File: src/rtl/side_vram_sched_if.sv
// side_vram_sched_if: CPU request/acknowledge channel into the side VRAM scheduler
interface side_vram_sched_if;
    logic        cpu_req;
    logic        cpu_we;
    logic [10:0] cpu_addr;
    logic [7:0]  cpu_din;
    logic        cpu_ack;
    logic [7:0]  cpu_dout;
    modport master (output cpu_req, cpu_we, cpu_addr, cpu_din, input cpu_ack, cpu_dout);
    modport slave  (input cpu_req, cpu_we, cpu_addr, cpu_din, output cpu_ack, cpu_dout);
endinterface

File: src/rtl/side_vram_sched.sv
// side_vram_sched: 8-phase pixel-slot sequencer and CPU/video arbiter for the side VRAM
module side_vram_sched #(
    parameter int CPU_PHASE = 4,
    parameter int VLK_PHASE = 1
) (
    input  logic              clk,
    input  logic              VIDEO_RST,
    input  logic              CK1,
    input  logic              HSYNC_START,
    input  logic              DISP_EN,
    side_vram_sched_if.slave  cpu,
    output logic [10:0]       VA,
    output logic [7:0]        VD_out,
    input  logic [7:0]        VD_in,
    output logic              V_C,
    output logic              SIDE_VRAM_CSn,
    output logic              VWE,
    output logic              VOE,
    output logic              VRD,
    output logic              VDG,
    output logic              VFLGn,
    output logic              H2n,
    output logic              H1n,
    output logic              H0n,
    output logic              VLK,
    output logic              LD_G,
    output logic              LD_C
);
    localparam logic [1:0] IDLE = 2'd0, PEND = 2'd1, ACCESS = 2'd2, DONE = 2'd3;
    localparam logic [2:0] PRE_PH = 3'(CPU_PHASE - 1);
    localparam logic [2:0] VLK_PH = 3'(VLK_PHASE);
    logic [2:0] ph;
    logic [1:0] state, cnt;
    logic       we_r;
    logic [7:0] dout;
    always_ff @(posedge clk or posedge VIDEO_RST)
        if (VIDEO_RST) ph <= 3'd0;
        else if (CK1) ph <= HSYNC_START ? 3'd0 : ph + 3'd1;
    assign {H2n, H1n, H0n} = ~ph;
    assign VLK   = CK1 & ~VIDEO_RST & (ph == VLK_PH);
    assign LD_G  = CK1 & ~VIDEO_RST & (ph == 3'd7);
    assign LD_C  = CK1 & ~VIDEO_RST & ph[0];
    assign VFLGn = VIDEO_RST | ~(DISP_EN & ~ph[2] & ~ph[1]);
    assign cpu.cpu_ack  = state == DONE;
    assign cpu.cpu_dout = dout;
    // The access window is timed by its own tick count so a line restart cannot cut it short.
    always_ff @(posedge clk or posedge VIDEO_RST)
        if (VIDEO_RST) begin
            state         <= IDLE;
            cnt           <= 2'd0;
            we_r          <= 1'b0;
            VA            <= 11'd0;
            VD_out        <= 8'd0;
            dout          <= 8'd0;
            V_C           <= 1'b0;
            SIDE_VRAM_CSn <= 1'b1;
            VDG           <= 1'b1;
            VWE           <= 1'b1;
            VOE           <= 1'b1;
            VRD           <= 1'b0;
        end else begin
            case (state)
                IDLE: if (cpu.cpu_req) begin
                    VA     <= cpu.cpu_addr;
                    VD_out <= cpu.cpu_din;
                    we_r   <= cpu.cpu_we;
                    state  <= PEND;
                end
                PEND: if (CK1 && ph == PRE_PH) begin
                    state         <= ACCESS;
                    cnt           <= 2'd0;
                    V_C           <= 1'b1;
                    SIDE_VRAM_CSn <= 1'b0;
                    VDG           <= 1'b0;
                    VRD           <= we_r;
                    VOE           <= we_r;
                end
                ACCESS: if (CK1) begin
                    cnt <= cnt + 2'd1;
                    VWE <= ~(we_r && cnt == 2'd0);
                    if (cnt == 2'd2) begin
                        state         <= DONE;
                        V_C           <= 1'b0;
                        SIDE_VRAM_CSn <= 1'b1;
                        VDG           <= 1'b1;
                        VOE           <= 1'b1;
                        VRD           <= 1'b0;
                        if (!we_r) dout <= VD_in;
                    end
                end
                default: state <= IDLE;
            endcase
        end
endmodule
File: src/flat_wrapper.sv
// flat-port wrapper written by rule: the top's interface ports become plain ports
module side_vram_sched_flat 
#(
    parameter int CPU_PHASE = 4,
    parameter int VLK_PHASE = 1
)
  (clk, VIDEO_RST, CK1, HSYNC_START, DISP_EN, VA, VD_out, VD_in, V_C, SIDE_VRAM_CSn, VWE, VOE, VRD, VDG, VFLGn, H2n, H1n, H0n, VLK, LD_G, LD_C, cpu_cpu_req, cpu_cpu_we, cpu_cpu_addr, cpu_cpu_din, cpu_cpu_ack, cpu_cpu_dout);
  side_vram_sched_if cpu_i ();
  input  logic clk;
  input  logic VIDEO_RST;
  input  logic CK1;
  input  logic HSYNC_START;
  input  logic DISP_EN;
  output logic [10:0] VA;
  output logic [7:0] VD_out;
  input  logic [7:0] VD_in;
  output logic V_C;
  output logic SIDE_VRAM_CSn;
  output logic VWE;
  output logic VOE;
  output logic VRD;
  output logic VDG;
  output logic VFLGn;
  output logic H2n;
  output logic H1n;
  output logic H0n;
  output logic VLK;
  output logic LD_G;
  output logic LD_C;
  input wire logic [$bits(cpu_i.cpu_req)-1:0] cpu_cpu_req;
  input wire logic [$bits(cpu_i.cpu_we)-1:0] cpu_cpu_we;
  input wire logic [$bits(cpu_i.cpu_addr)-1:0] cpu_cpu_addr;
  input wire logic [$bits(cpu_i.cpu_din)-1:0] cpu_cpu_din;
  output wire logic [$bits(cpu_i.cpu_ack)-1:0] cpu_cpu_ack;
  output wire logic [$bits(cpu_i.cpu_dout)-1:0] cpu_cpu_dout;
  assign cpu_i.cpu_req = cpu_cpu_req;
  assign cpu_i.cpu_we = cpu_cpu_we;
  assign cpu_i.cpu_addr = cpu_cpu_addr;
  assign cpu_i.cpu_din = cpu_cpu_din;
  assign cpu_cpu_ack = cpu_i.cpu_ack;
  assign cpu_cpu_dout = cpu_i.cpu_dout;
  side_vram_sched #(.CPU_PHASE(CPU_PHASE), .VLK_PHASE(VLK_PHASE)) u_core (.clk(clk), .VIDEO_RST(VIDEO_RST), .CK1(CK1), .HSYNC_START(HSYNC_START), .DISP_EN(DISP_EN), .cpu(cpu_i), .VA(VA), .VD_out(VD_out), .VD_in(VD_in), .V_C(V_C), .SIDE_VRAM_CSn(SIDE_VRAM_CSn), .VWE(VWE), .VOE(VOE), .VRD(VRD), .VDG(VDG), .VFLGn(VFLGn), .H2n(H2n), .H1n(H1n), .H0n(H0n), .VLK(VLK), .LD_G(LD_G), .LD_C(LD_C));
endmodule
File: config.mk
export PLATFORM = sky130hd
export DESIGN_NAME = side_vram_sched_flat
export DESIGN_NICKNAME = d
export VERILOG_FILES = /design/src/rtl/side_vram_sched_if.sv /design/src/rtl/side_vram_sched.sv /design/src/flat_wrapper.sv
export SDC_FILE = /design/constraint.sdc
export NUM_CORES = 1
export LEC_CHECK = 0
export ABC_AREA = 1
export CAP_MARGIN = 20
export CORE_MARGIN = 2
export CORE_UTILIZATION = 46
export DETAILED_ROUTE_END_ITERATION = 6
export HOLD_SLACK_MARGIN = 0.03
export PLACE_DENSITY = 0.94
export SKIP_LAST_GASP = 1
export SLEW_MARGIN = 5
export SYNTH_ARGS = -nofsm -noshare
export SYNTH_HDL_FRONTEND = slang
export SYNTH_SLANG_ARGS = --single-unit
File: constraint.sdc
create_clock -name clk -period 2.55 [get_ports clk]
set_clock_uncertainty 0.2 [all_clocks]
set_input_delay 0.255 -clock clk [delete_from_list [all_inputs] [get_ports clk]]
set_output_delay 0.255 -clock clk [all_outputs]
set_load 0.01 [all_outputs]
==> impl_metrics.xml <==
<?xml version="1.0" encoding="UTF-8"?>
<metrics>
  <group name="status">
    <metric name="status" unit="">complete, no violations</metric>
  </group>
  <group name="critical_path">
    <metric name="cp-start-kind" unit="">flip-flop</metric>
    <metric name="end_kind" unit="">output port</metric>
    <metric name="worst_path_arrival" unit="ns">1.73</metric>
    <metric name="critical_path.max_fanout" unit="">5</metric>
    <metric name="timing.setup.critical_path_class" unit="">flip-flop to output port</metric>
    <metric name="required" unit="ns">2.10</metric>
  </group>
  <group name="logic_synthesis">
    <metric name="synth_async_sr_flop_share" unit="%">100</metric>
    <metric name="number_of_flops_mapped_to_enable_cells_by_yosys" unit="">0</metric>
    <metric name="synthesis.nets" unit="">255</metric>
    <metric name="synth-main-ff-cell" unit="">sky130_fd_sc_hd__dfrtp_1</metric>
    <metric name="netlist_instances" unit="">211</metric>
    <metric name="synth-seq-cells" unit="">40</metric>
    <metric name="avgSynthCellArea" unit="µm²">8.91</metric>
    <metric name="synth_warnings" unit="">0</metric>
    <metric name="synthDistinctLibCells" unit="">22</metric>
    <metric name="synth_seq_area_share" unit="%">53.5</metric>
    <metric name="synth_area" unit="µm²">1880</metric>
  </group>
  <group name="drt">
    <metric name="drt-wirelength-per-cell" unit="µm">12.2</metric>
    <metric name="drt-vias-per-instance" unit="">4.74</metric>
    <metric name="ant_nets" unit="">0</metric>
    <metric name="routed-via-count" unit="">1612</metric>
    <metric name="detailedRoute.firstIterationViolations" unit="">76</metric>
    <metric name="detail_route.drc_violations" unit="">0</metric>
    <metric name="drt_pass1_iterations" unit="">4</metric>
    <metric name="routed_wirelength" unit="µm">4150</metric>
  </group>
  <group name="grt">
    <metric name="grt_use_total" unit="%">20.1</metric>
    <metric name="grt_antenna_before_repair" unit="">0</metric>
    <metric name="grt.overflow.total" unit="">0</metric>
    <metric name="grt_start_max_net_pins" unit="">27</metric>
    <metric name="grt_pass1_vias" unit="">1620</metric>
    <metric name="first_pass_grt_wire_length" unit="µm">6840</metric>
  </group>
  <group name="power">
    <metric name="power.share.switching" unit="%">35.8</metric>
    <metric name="clock_power_share" unit="%">17.0</metric>
    <metric name="p_per_area" unit="nW/µm²">1060</metric>
    <metric name="combPwrFrac" unit="%">46.8</metric>
    <metric name="share_seq_of_total_power" unit="%">36.3</metric>
    <metric name="p_sw" unit="W">0.00105</metric>
    <metric name="static-leakage-power" unit="nW">1.38</metric>
    <metric name="vdd_ir_drop_max" unit="V">0.000594</metric>
    <metric name="power_report.internal_total" unit="W">0.00189</metric>
  </group>
  <group name="final_layout">
    <metric name="final_common_cell" unit="">sky130_fd_sc_hd__clkdlybuf4s50_1</metric>
    <metric name="finalInstanceArea" unit="µm²">2780</metric>
    <metric name="synthToLayoutAreaGrowth" unit="%">48.1</metric>
    <metric name="finish.net_count" unit="">333</metric>
    <metric name="post_layout_nonfiller_instances" unit="">340</metric>
    <metric name="multi_input_comb_area" unit="µm²">737</metric>
    <metric name="layout.area.seq" unit="µm²">1000</metric>
    <metric name="most-common-layout-cells" unit="">sky130_fd_sc_hd__clkdlybuf4s50_1 (74), sky130_fd_sc_hd__nand2_1 (71), sky130_fd_sc_hd__dfrtp_1 (37)</metric>
    <metric name="n_fill_cell" unit="">324</metric>
    <metric name="antenna_cells" unit="">0</metric>
    <metric name="layout-drive-gt1-share" unit="%">10.7</metric>
  </group>
  <group name="floorplanning">
    <metric name="die_w" unit="µm">67.9</metric>
    <metric name="boundaryPins" unit="">75</metric>
    <metric name="floorplan.initialDensity" unit="%">47.3</metric>
    <metric name="placement_rows" unit="">23</metric>
    <metric name="dieHeight" unit="µm">67.9</metric>
    <metric name="die_footprint" unit="µm²">4610</metric>
    <metric name="placeableCoreArea" unit="µm²">3970</metric>
  </group>
  <group name="sta">
    <metric name="post-route-period-util" unit="%">85.8</metric>
    <metric name="rsz0062_at_grt" unit="">no</metric>
    <metric name="timing_hold_violations_final" unit="">0</metric>
    <metric name="min_period" unit="ns">2.19</metric>
    <metric name="tns_setup" unit="ns">0</metric>
    <metric name="setup_violations" unit="">0</metric>
    <metric name="timing.max_slew.rel_slack" unit="%">57.9</metric>
    <metric name="finalMaxSlewViolations" unit="">0</metric>
    <metric name="max_slew.worst_pin.slew" unit="ns">0.630</metric>
    <metric name="clock.fmax" unit="GHz">0.457</metric>
  </group>
  <group name="cts">
    <metric name="clock_tree.root_cell" unit="">sky130_fd_sc_hd__clkbuf_8</metric>
    <metric name="cts_buffers" unit="">5</metric>
    <metric name="cts_buffer_depth" unit="">2</metric>
    <metric name="cts_max_level" unit="">2</metric>
    <metric name="cts_tree" unit="">built</metric>
    <metric name="cts.clk_slew.worst_paths" unit="ns">0.07</metric>
    <metric name="cts.sink_count" unit="">40</metric>
    <metric name="clkLatencyLatePin" unit="ns">0.29</metric>
  </group>
  <group name="job">
    <metric name="maxCapViolations" unit="">0</metric>
  </group>
  <group name="place">
    <metric name="place_inst" unit="">331</metric>
    <metric name="placement.io_buffers" unit="">74</metric>
    <metric name="place_area" unit="µm²">2670</metric>
    <metric name="gp_congestion" unit="">0.849</metric>
    <metric name="detailedPlacementHpwl" unit="µm">3230</metric>
  </group>
  <group name="hold_path">
    <metric name="hold_path.class" unit="">input pin to async pin</metric>
  </group>
</metrics>
-- layout make-up --
cell class | instances | area share [%]
inverter | 24 | 3.28
multi-input combinational | 139 | 26.5
tap | 50 | 2.25
clock inverter | 2 | 1.26
clock buffer | 6 | 2.61
timing repair buffer | 79 | 28.0
sequential | 40 | 36.1
-- repair_timing --
action,4_1_cts,5_1_grt
gates resized for setup,0,0
setup buffers,0,0
hold endpoints to repair,2,0
hold buffers,1,0
-- power by group through the flow --
stage | logic, W | clock network (W) | registers (W)
detailed placement | 0.00139 | 0 | 0.00108
global route | 0.00154 | 0.000532 | 0.00110
CTS | 0.00139 | 0.000512 | 0.00107
finish | 0.00138 | 0.000499 | 0.00107
global placement | 0.00132 | 0 | 0.00106
floorplan | 0.000617 | 0 | 0.00116
-- final timing paths --
path / start / endpoint / cells after the start / slack [ns]
max: u_core.ph[0] / LD_G / 5 / 0.36
min: VIDEO_RST / u_core.ph[2] / 3 / 0.14
max reg2reg: u_core.state[0] / u_core.cpu.cpu_dout[6] / 7 / 0.81
min reg2reg: u_core.SIDE_VRAM_CSn / u_core.SIDE_VRAM_CSn / 2 / 0.27
max in group asynchronous: VIDEO_RST / u_core.ph[1] / 3 / 1.46
min in group clk: u_core.SIDE_VRAM_CSn / u_core.SIDE_VRAM_CSn / 2 / 0.27
-- registers in the layout, indices dropped and copies added, names as in the netlist --
signal / flops
u_core.VD_out: 8
u_core.VA: 11
u_core.VRD: 1
u_core.cnt: 2
u_core.VWE: 1
u_core.state: 2
u_core.V_C: 1
u_core.ph: 3
u_core.SIDE_VRAM_CSn: 1
u_core.cpu.cpu_dout: 8
u_core.VOE: 1
u_core.we_r: 1
-- cell usage after synthesis, types with 2 or more instances --
cell type | instances | area share, %
sky130_fd_sc_hd__a21oi_1 | 2 | 0.53
sky130_fd_sc_hd__o21bai_1 | 2 | 0.80
sky130_fd_sc_hd__ha_1 | 10 | 6.7
sky130_fd_sc_hd__clkbuf_1 | 2 | 0.40
sky130_fd_sc_hd__nand4_1 | 4 | 1.3
sky130_fd_sc_hd__nand2_1 | 71 | 14
sky130_fd_sc_hd__o22ai_1 | 2 | 0.67
sky130_fd_sc_hd__nand2_2 | 5 | 1.7
sky130_fd_sc_hd__o21ai_2 | 8 | 3.7
sky130_fd_sc_hd__nor2_1 | 8 | 1.6
sky130_fd_sc_hd__inv_1 | 23 | 4.6
sky130_fd_sc_hd__dfrtp_1 | 37 | 49
sky130_fd_sc_hd__or2_2 | 2 | 0.67
sky130_fd_sc_hd__buf_2 | 4 | 1.1
sky130_fd_sc_hd__nand3_1 | 22 | 5.9
sky130_fd_sc_hd__dfstp_2 | 3 | 4.2
-- cell families (layout without fill, tap and decap cells) --
| family | count (synthesis) | in the layout | share of synthesized area [%] |
|---|---|---|---|
| AO/OA/AOI/OAI | 16 | 16 | 6.32 |
| adder cells (fa/ha/maj) | 10 | 10 | 6.66 |
| buffers and inverters | 32 | 111 | 7.32 |
| flip-flops | 40 | 40 | 53.5 |
| AND/OR/NAND/NOR | 113 | 113 | 26.2 |
-- worst max-delay path, stage by stage, from the launching register on --
cell,delay (ns)
sky130_fd_sc_hd__dfrtp_1,0.42
sky130_fd_sc_hd__ha_1,0.22
sky130_fd_sc_hd__ha_1,0.15
sky130_fd_sc_hd__inv_1,0.03
sky130_fd_sc_hd__nor2_1,0.09
sky130_fd_sc_hd__clkdlybuf4s50_1,0.54
-- stage by stage --
step	hold WS, ns	setup WS, ns	total power, W	utilization [%]
4_1_cts	0.144	0.341	0.00298	70.1
3_3_place_gp	0.252	0.489	0.00238	67.1
3_5_place_dp	0.258	0.458	0.00247	67.1
6_report	0.138	0.361	0.00294	70.1
2_1_floorplan	0.164	0.549	0.00178	-
5_1_grt	0.172	0.275	0.00318	70.1
-- routing by layer --
metal	GRT usage, %	share of wire (%)
met1	21.2	40
met2	36.0	52
met3	6.25	6.9
met4	9.75	1.1
met5	0	0
Power figures use the tool's default switching activity.
